`config.mk`:
```
export PLATFORM = sky130hd
export DESIGN_NAME = hamming_tmr_tx
export DESIGN_NICKNAME = d
export VERILOG_FILES = /design/src/rtl/hamming_tx_pkg.sv /design/src/rtl/sync_fifo.sv /design/src/rtl/hamming_tmr_tx.sv
export SDC_FILE = /design/constraint.sdc
export NUM_CORES = 1
export LEC_CHECK = 0
export BUFFER_PORTS_ARGS = -buffer_cell sky130_fd_sc_hd__clkbuf_2
export CAP_MARGIN = 20
export CORE_ASPECT_RATIO = 1.75
export CORE_MARGIN = 8
export CORE_UTILIZATION = 55
export CTS_BUF_LIST = sky130_fd_sc_hd__clkbuf_2
export CTS_CLUSTER_DIAMETER = 50
export DETAILED_ROUTE_END_ITERATION = 16
export PLACE_DENSITY_LB_ADDON = 0.25
export SYNTH_ARGS = -nofsm -noshare
export SYNTH_HDL_FRONTEND = slang
export SYNTH_SLANG_ARGS = --single-unit
```
`constraint.sdc`:
```
create_clock -name clk -period 2.5 [get_ports clk]
set_clock_uncertainty 0.2 [all_clocks]
set_input_delay 0.125 -clock clk [delete_from_list [all_inputs] [get_ports clk]]
set_output_delay 0.125 -clock clk [all_outputs]
set_load 0.005 [all_outputs]
```
`src/rtl/hamming_tx_pkg.sv`:
```
// Shared types, bit positions and the Hamming(7,4) encoder
// for the TMR replica transmit path and its matching decoder.
package hamming_tx_pkg;

    localparam int N_LANES = 3;
    localparam int CW_W    = 7;

    // Codeword bit positions, shared with the decoder side
    localparam int P1_POS = 0;
    localparam int P2_POS = 1;
    localparam int D0_POS = 2;
    localparam int P4_POS = 3;
    localparam int D1_POS = 4;
    localparam int D2_POS = 5;
    localparam int D3_POS = 6;

    typedef logic [CW_W-1:0] codeword_t;

    typedef enum logic [1:0] {
        IDLE,
        ARMED,
        INJECT
    } inj_state_t;

    function automatic codeword_t hamming74_enc(input logic [3:0] d);
        codeword_t cw;
        cw         = '0;
        cw[D0_POS] = d[0];
        cw[D1_POS] = d[1];
        cw[D2_POS] = d[2];
        cw[D3_POS] = d[3];
        cw[P1_POS] = d[0] ^ d[1] ^ d[3];
        cw[P2_POS] = d[0] ^ d[2] ^ d[3];
        cw[P4_POS] = d[1] ^ d[2] ^ d[3];
        return cw;
    endfunction

endpackage

```
`src/rtl/sync_fifo.sv`:
```
// Small synchronous FIFO; pointers carry one extra wrap bit
// so full and empty are distinguishable without a counter.
module sync_fifo #(
    parameter int WIDTH = 7,
    parameter int DEPTH = 2
) (
    input  logic             clk,
    input  logic             rst,
    input  logic             push,
    input  logic [WIDTH-1:0] wr_data,
    input  logic             pop,
    output logic [WIDTH-1:0] rd_data,
    output logic             full,
    output logic             empty
);

    localparam int AW = $clog2(DEPTH);

    logic [WIDTH-1:0] mem [DEPTH];
    logic [AW:0]      wr_ptr;
    logic [AW:0]      rd_ptr;

    assign empty   = (wr_ptr == rd_ptr);
    assign full    = (wr_ptr[AW] != rd_ptr[AW]) &&
                     (wr_ptr[AW-1:0] == rd_ptr[AW-1:0]);
    assign rd_data = mem[rd_ptr[AW-1:0]];

    // Storage and pointers; memory is cleared so idle lanes read zero
    always_ff @(posedge clk) begin
        if (rst) begin
            wr_ptr <= '0;
            rd_ptr <= '0;
            for (int i = 0; i < DEPTH; i++) begin
                mem[i] <= '0;
            end
        end else begin
            if (push) begin
                mem[wr_ptr[AW-1:0]] <= wr_data;
                wr_ptr              <= wr_ptr + 1'b1;
            end
            if (pop) begin
                rd_ptr <= rd_ptr + 1'b1;
            end
        end
    end

endmodule

```
`src/rtl/hamming_tmr_tx.sv`:
```
// Hamming(7,4) encoder feeding three replica lanes, with a
// fault-injection sequencer that flips one bit in one lane.
module hamming_tmr_tx
    import hamming_tx_pkg::*;
#(
    parameter int DEPTH = 2,
    parameter int CNT_W = 16
) (
    input  logic             clk,
    input  logic             rst,
    input  logic             in_valid,
    output logic             in_ready,
    input  logic [3:0]       in_data,
    output logic             out_valid,
    input  logic             out_ready,
    output logic [6:0]       out_lane_a,
    output logic [6:0]       out_lane_b,
    output logic [6:0]       out_lane_c,
    input  logic             inj_arm,
    input  logic [1:0]       inj_lane,
    input  logic [2:0]       inj_bit,
    input  logic [3:0]       inj_count,
    output logic             inj_busy,
    output logic [CNT_W-1:0] words_sent
);

    inj_state_t state_q, state_d;
    logic [1:0] lane_q, lane_d;
    logic [2:0] bit_q, bit_d;
    logic [3:0] cnt_q, cnt_d;
    logic [CNT_W-1:0] sent_q;

    logic      full, empty, push, pop, stalled, arm_ok;
    codeword_t head, bit_mask;

    assign in_ready  = !full;
    assign out_valid = !empty;
    assign push      = in_valid && in_ready;
    assign pop       = out_valid && out_ready;
    assign stalled   = out_valid && !out_ready;
    assign arm_ok    = inj_arm && (inj_lane != 2'd3) &&
                       (inj_bit != 3'd7) && (inj_count != 4'd0);

    sync_fifo #(
        .WIDTH (CW_W),
        .DEPTH (DEPTH)
    ) u_fifo (
        .clk     (clk),
        .rst     (rst),
        .push    (push),
        .wr_data (hamming74_enc(in_data)),
        .pop     (pop),
        .rd_data (head),
        .full    (full),
        .empty   (empty)
    );

    assign bit_mask = codeword_t'(1) << bit_q;

    // Lane corruption only while injecting, only on the chosen lane
    always_comb begin
        out_lane_a = head;
        out_lane_b = head;
        out_lane_c = head;
        if (state_q == INJECT) begin
            unique case (lane_q)
                2'd0:    out_lane_a = head ^ bit_mask;
                2'd1:    out_lane_b = head ^ bit_mask;
                2'd2:    out_lane_c = head ^ bit_mask;
                default: ;
            endcase
        end
    end

    // Sequencer next-state, field latching and burst countdown
    always_comb begin
        state_d = state_q;
        lane_d  = lane_q;
        bit_d   = bit_q;
        cnt_d   = cnt_q;
        unique case (state_q)
            IDLE: begin
                if (arm_ok) begin
                    lane_d  = inj_lane;
                    bit_d   = inj_bit;
                    cnt_d   = inj_count;
                    state_d = ARMED;
                end
            end
            ARMED: begin
                // Never corrupt a word already being presented
                if (!stalled) begin
                    state_d = INJECT;
                end
            end
            INJECT: begin
                if (pop) begin
                    cnt_d = cnt_q - 4'd1;
                    if (cnt_q == 4'd1) begin
                        state_d = IDLE;
                    end
                end
            end
            default: state_d = IDLE;
        endcase
    end

    // Sequencer registers
    always_ff @(posedge clk) begin
        if (rst) begin
            state_q <= IDLE;
            lane_q  <= '0;
            bit_q   <= '0;
            cnt_q   <= '0;
        end else begin
            state_q <= state_d;
            lane_q  <= lane_d;
            bit_q   <= bit_d;
            cnt_q   <= cnt_d;
        end
    end

    // Saturating count of output handshakes
    always_ff @(posedge clk) begin
        if (rst) begin
            sent_q <= '0;
        end else if (pop && (sent_q != '1)) begin
            sent_q <= sent_q + CNT_W'(1);
        end
    end

    assign inj_busy   = (state_q != IDLE);
    assign words_sent = sent_q;

endmodule

```
# Word-level counts from Yosys, hierarchy flattened
# Memories as Yosys holds them, arrays and structs flattened. A register that Yosys moved wholly into a read port is not among the register bits.
# Cells that the tools add are included.
# classes
addsub,4
n_eq_ne,15
shifts,1
n_mux,24
bitwise,7
reduce_logical,20
# op_table
cell,n
7-bit 2-to-1 mux,7
16-bit by 1-bit adder with 16-bit output (second input constant),1
16-bit inequality test (second input constant),1
1-bit 2-to-1 mux,9
1-bit logical AND,8
2-bit 2-to-1 mux,4
4-bit 2-to-1 mux,2
2-bit inequality test (second input constant),4
4-bit case mux with 2 select lines,1
7-bit OR reduction,1
1-bit by 3-bit << shifter with 7-bit output (first input constant),1
7-bit bitwise XOR,1
2-bit case mux with 3 select lines,1
1-bit bitwise XOR,6
2-bit by 1-bit adder with 2-bit output (second input constant),2
2-bit by 1-bit == test with 1-bit output (second input constant),2
2-bit == test (second input constant),2
4-bit by 1-bit == test with 1-bit output (second input constant),1
2-bit logical NOT,2
4-bit AND reduction,1
2-bit nonzero test,2
4-bit nonzero test,1
4-bit by 1-bit subtractor with 4-bit output (second input constant),1
1-bit logical NOT,3
7 further kinds,7
# totals
reg_bits,31
ramBits,14
inputBits,18
output_inout_bits,40
word_cells,79
n_memories,1
# memory_table
memory,words,width,read_ports,rd_ports_with_merged_regs,write_ports,line,text
u_fifo.mem,2,7,1,1,2,sync_fifo.sv:19,logic [WIDTH-1:0] mem [DEPTH];

# Longest topological paths before layout
# depth
depth_word,9
depth_mapped,6
depth_no_buf,5

# By module
# Synthesis repeated with hierarchy kept, for this count alone.
# hier_totals
hier_cells,295
hier_area_um2,2663.8
# modules_own_cells
mod,n_inst,cells_each,area_per_inst_um2,seq_area_each_um2
hamming_tmr_tx,1,226,1810.5,540.5
sync_fifo,1,69,853.3,520.5

# Worst setup path after synthesis
# No wires, ideal clock.
# synth_timing
path_kind,reg2reg
startpoint,register u_fifo.wr_ptr[0]
endpoint,memory u_fifo.mem[0][0] (enable)
setup_time_ns,0.328
arrival_time_ns,1.426
t_required_ns,1.972
path_slack_ns,0.546
stages_incl_launch_ff,5
path_buffers,0
period_less_slack_ns,1.954
path_cell_list,dfxtp_1 -> xor2_2 -> o21ai_1 -> or3_1 -> nand2b_1
# synth_lines
item,line,text
from (decl),sync_fifo.sv:20,logic [AW:0] wr_ptr;
from (signal assigned),sync_fifo.sv:39,wr_ptr <= wr_ptr + 1'b1;
to (decl),sync_fifo.sv:19,

# Final worst setup path
# layout_timing
startpoint,input inj_count[2]
endpoint,register lane_q[0]
# layout_via
elab_chain_cells,3
# layout_rtl
item,line,text
from (decl),hamming_tmr_tx.sv:22,"input logic [3:0] inj_count,"
4-bit nonzero test,hamming_tmr_tx.sv:42,(inj_bit != 3'd7) && (inj_count != 4'd0);
1-bit logical AND,hamming_tmr_tx.sv:42,
2-bit AND reduction (no line),n/a,
to (signal assigned),hamming_tmr_tx.sv:117,lane_q <= lane_d;
to (decl),hamming_tmr_tx.sv:28,"logic [1:0] lane_q, lane_d;"
# Every way passes these cells.
# A chain may end at the register's enable or synchronous reset.

==> qor.txt <==
Reg clk slew, reported paths = 0.24 ns
Yosys warning total = 0
Fmax = 0.421 GHz
Worst Setup End Kind = register
Reg power frac = 46.8%
Leakage power = 0.00124 uW
Initial antenna violation count = 0
Die ar. = 7400 um^2
Placed Area = 2990 um^2
Endpoints failing hold = 0
PwrDens = 623 nW/um^2
Rows = 33
DR WL/cell = 14.8 um
Ys flop type = dfxtp_1
Finished Cell Area = 3280 um^2
Setup CP Type = primary input to register
Netlist cell types = 45
Remaining global-route overflow = 0
Setup_tns = 0 ns
Die height = 108 um
Total routed wirelength = 6.31 mm
Worst hold path startpoint = inj_arm
Cell chain of the critical path = dlygate4sd3_1 -> clkbuf_2 -> or4_1 -> nand4_1 -> buf_4 -> buf_4 -> mux2i_1 -> nor2_1 -> dlygate4sd3_1
Total CTS buffers = 5
WP data arrival = 2.51 ns
Fin worst setup slack = 0.125 ns
Max stage delay cell, worst path = dlygate4sd3_1
Gr usage total = 17.6%
Internal = 1280 uW
Crit path time final = 2.37 ns
Sequential fraction of the synthesis area = 39.9%
Worst hold slack = 0.0206 ns
Starting Density = 57.0%
CTS tree = built
CP max FO = 8
EDFF count, synth = 14
Yosys top cell by area = dfxtp_1
Top cells by area, synth = dfxtp_1 24%, edfxtp_1 16%, xor2_1 5.3%
H-tree Lvls = 2
Die X-Extent = 68.5 um
Area of the mapped netlist = 2660 um^2
First-pass GRT wire length = 10.4 mm
Gpl congestion = 0.856
Setup WS pre-CTS = 0.388 ns
Net Sw Power = 762 uW
Post-DP HPWL = 4.73 mm
Final setup viols = 0
Post-synthesis cell count = 292
Layout cells sized above 1 = 22.7%
Worst R2R Start = state_q[1]
Pin count of the biggest net entering global routing = 25
Max_slew headroom = 49.4%
Status = completed
Min-Delay Path Class = primary input to register
Fill cells = 384
Vias in the first global route = 2373
Setup crit start kind = primary input
Clock Power Share = 15.3%
Root Driver = clkbuf_2
Number of max-cap violations = 0
DRC Markers = 0
Starting DRT DRC Count = 84
Critical path's top delay family = buffers and inverters
Commonest cells in the synthesized netlist = 34 x nor2_1, 32 x dfxtp_1, 19 x a21oi_1
Least-Margin Pin Slew = 0.760 ns
Clock Latency Late Sink = 0.41 ns
Post-synth top area share = 24.1%
Sw Ratio = 37.3%
Required time of the worst setup path = 2.64 ns
P&R area growth vs syn = 23.5%
Flops & latches, synth = 46
DR vias = 2416
Async set-reset flop share out of synthesis = 0%
Slew Viols, Final = 0
CTS max path bufs = 2
Placeable Area = 4670 um^2
CP startpoint = inj_count[2]
Antenna viol nets, final = 0
RSZ-0062 raised after global routing = no
Drt pass-1 iters = 4
Syn Area/Cell = 9.10 um^2
Combinational share of power = 38.0%
Vias per Instance = 5.66
Synthesized Nets = 313
Ports = 58
Final period util = 95.0%
Clk sinks = 46
WP buf/inv = 5
Top-count cell post-synth = nor2_1
Number of port buffers = 57
Slowest stage delay, CP = 0.57 ns
Nets = 394
Max VDD drop = 524 uV
[final cells by class]
class                      instances  area, um^2  share of cell area (%)
antenna                            1        2.50                  0.0762
clock buffer                       5        25.0                   0.762
clock inverter                     3        21.3                   0.648
inverter                           7        26.3                   0.801
multi-input combinational        228        1530                    46.6
sequential                        46        1060                    32.3
tap                               52        65.1                    1.98
timing repair buffer              85         551                    16.8
[worst reg2reg max path, cell delays in order, from the launching register on]
cell and delay (ns):
dfxtp_1 0.40, a211oi_1 0.29, nand4_1 0.12, buf_4 0.18, buf_4 0.17, mux2i_1 0.15
nor2_1 0.06, dlygate4sd3_1 0.57
[power groups by stage]
stage	Combinational (uW)	Sequential [uW]	Clock, uW
after global placement	727	965	0
after detailed placement	747	971	0
after floorplan	522	934	0
after global routing	865	969	341
after CTS	780	954	317
final	776	956	312
[routing by layer]
layer / vias up / global-route usage [%] / wire length, um
li1: 1216 / - / -
met1: 1118 / 17.8 / 2300
met2: 66 / 32.3 / 3390
met3: 16 / 3.21 / 396
met4: 0 / 8.84 / 214
met5: - / 0 / 0
[placed cells by master, fill, tap and decap left out, types with 4 or more instances in the layout]
cell,n
mux2i_1,13
xor2_1,16
clkbuf_2,62
nor2_1,34
nor2b_1,4
nor3b_1,4
dlygate4sd3_1,22
inv_1,7
o31ai_1,10
o21ai_0,5
or4_1,10
nand2_1,17
nor3_1,6
edfxtp_1,14
nand4_1,5
and2_1,10
nand3_1,9
xnor2_1,15
a21oi_1,19
or3_1,6
dfxtp_1,32
nand3b_1,5
buf_4,6
[timing repair]
item / in CTS / in global routing
endpoints found under the setup margin: 0 / 14
setup buffers: 0 / 2
hold buffers: 22 / 0
resized for setup: 0 / 3
hold endpoints to repair: 30 / 0
[through the flow]
step	cells	util, %	total power (uW)
after detailed placement	394	64.0	1720
final	427	70.3	2040
after global placement	394	64.0	1690
after global routing	426	70.3	2170
after floorplan	292	-	1460
after CTS	424	69.7	2050
[path summary, 6_finish.rpt]
kind,to,slack (ns),cells after the start
hold / removal,cnt_q[0],0.02,5
setup / recovery,lane_q[0],0.13,9
hold reg to reg,words_sent[8],0.33,2
setup reg to reg,lane_q[0],0.28,7
[logic make-up (layout without fill, tap and decap cells)]
logic type / count (synthesis) / count (layout) / share of synthesized area, %
AO/OA/AOI/OAI: 49 / 49 / 12.0
multiplexers: 16 / 16 / 6.17
flip-flops: 46 / 46 / 39.9
XOR/XNOR: 33 / 33 / 11.4
buffers and inverters: 18 / 100 / 2.97
AND/OR/NAND/NOR: 127 / 127 / 26.1
adder cells (fa/ha/maj): 3 / 3 / 1.41
other: 0 / 1 / 0
[state kept, by name, indices dropped and copies added (netlist names), named ones only]
signal	count
bit_q	3
state_q	2
cnt_q	4
words_sent	16
lane_q	2
u_fifo.wr_ptr	2
u_fifo.rd_ptr	2
u_fifo.mem	14
Note: power is estimated with default switching activity, not from simulation.
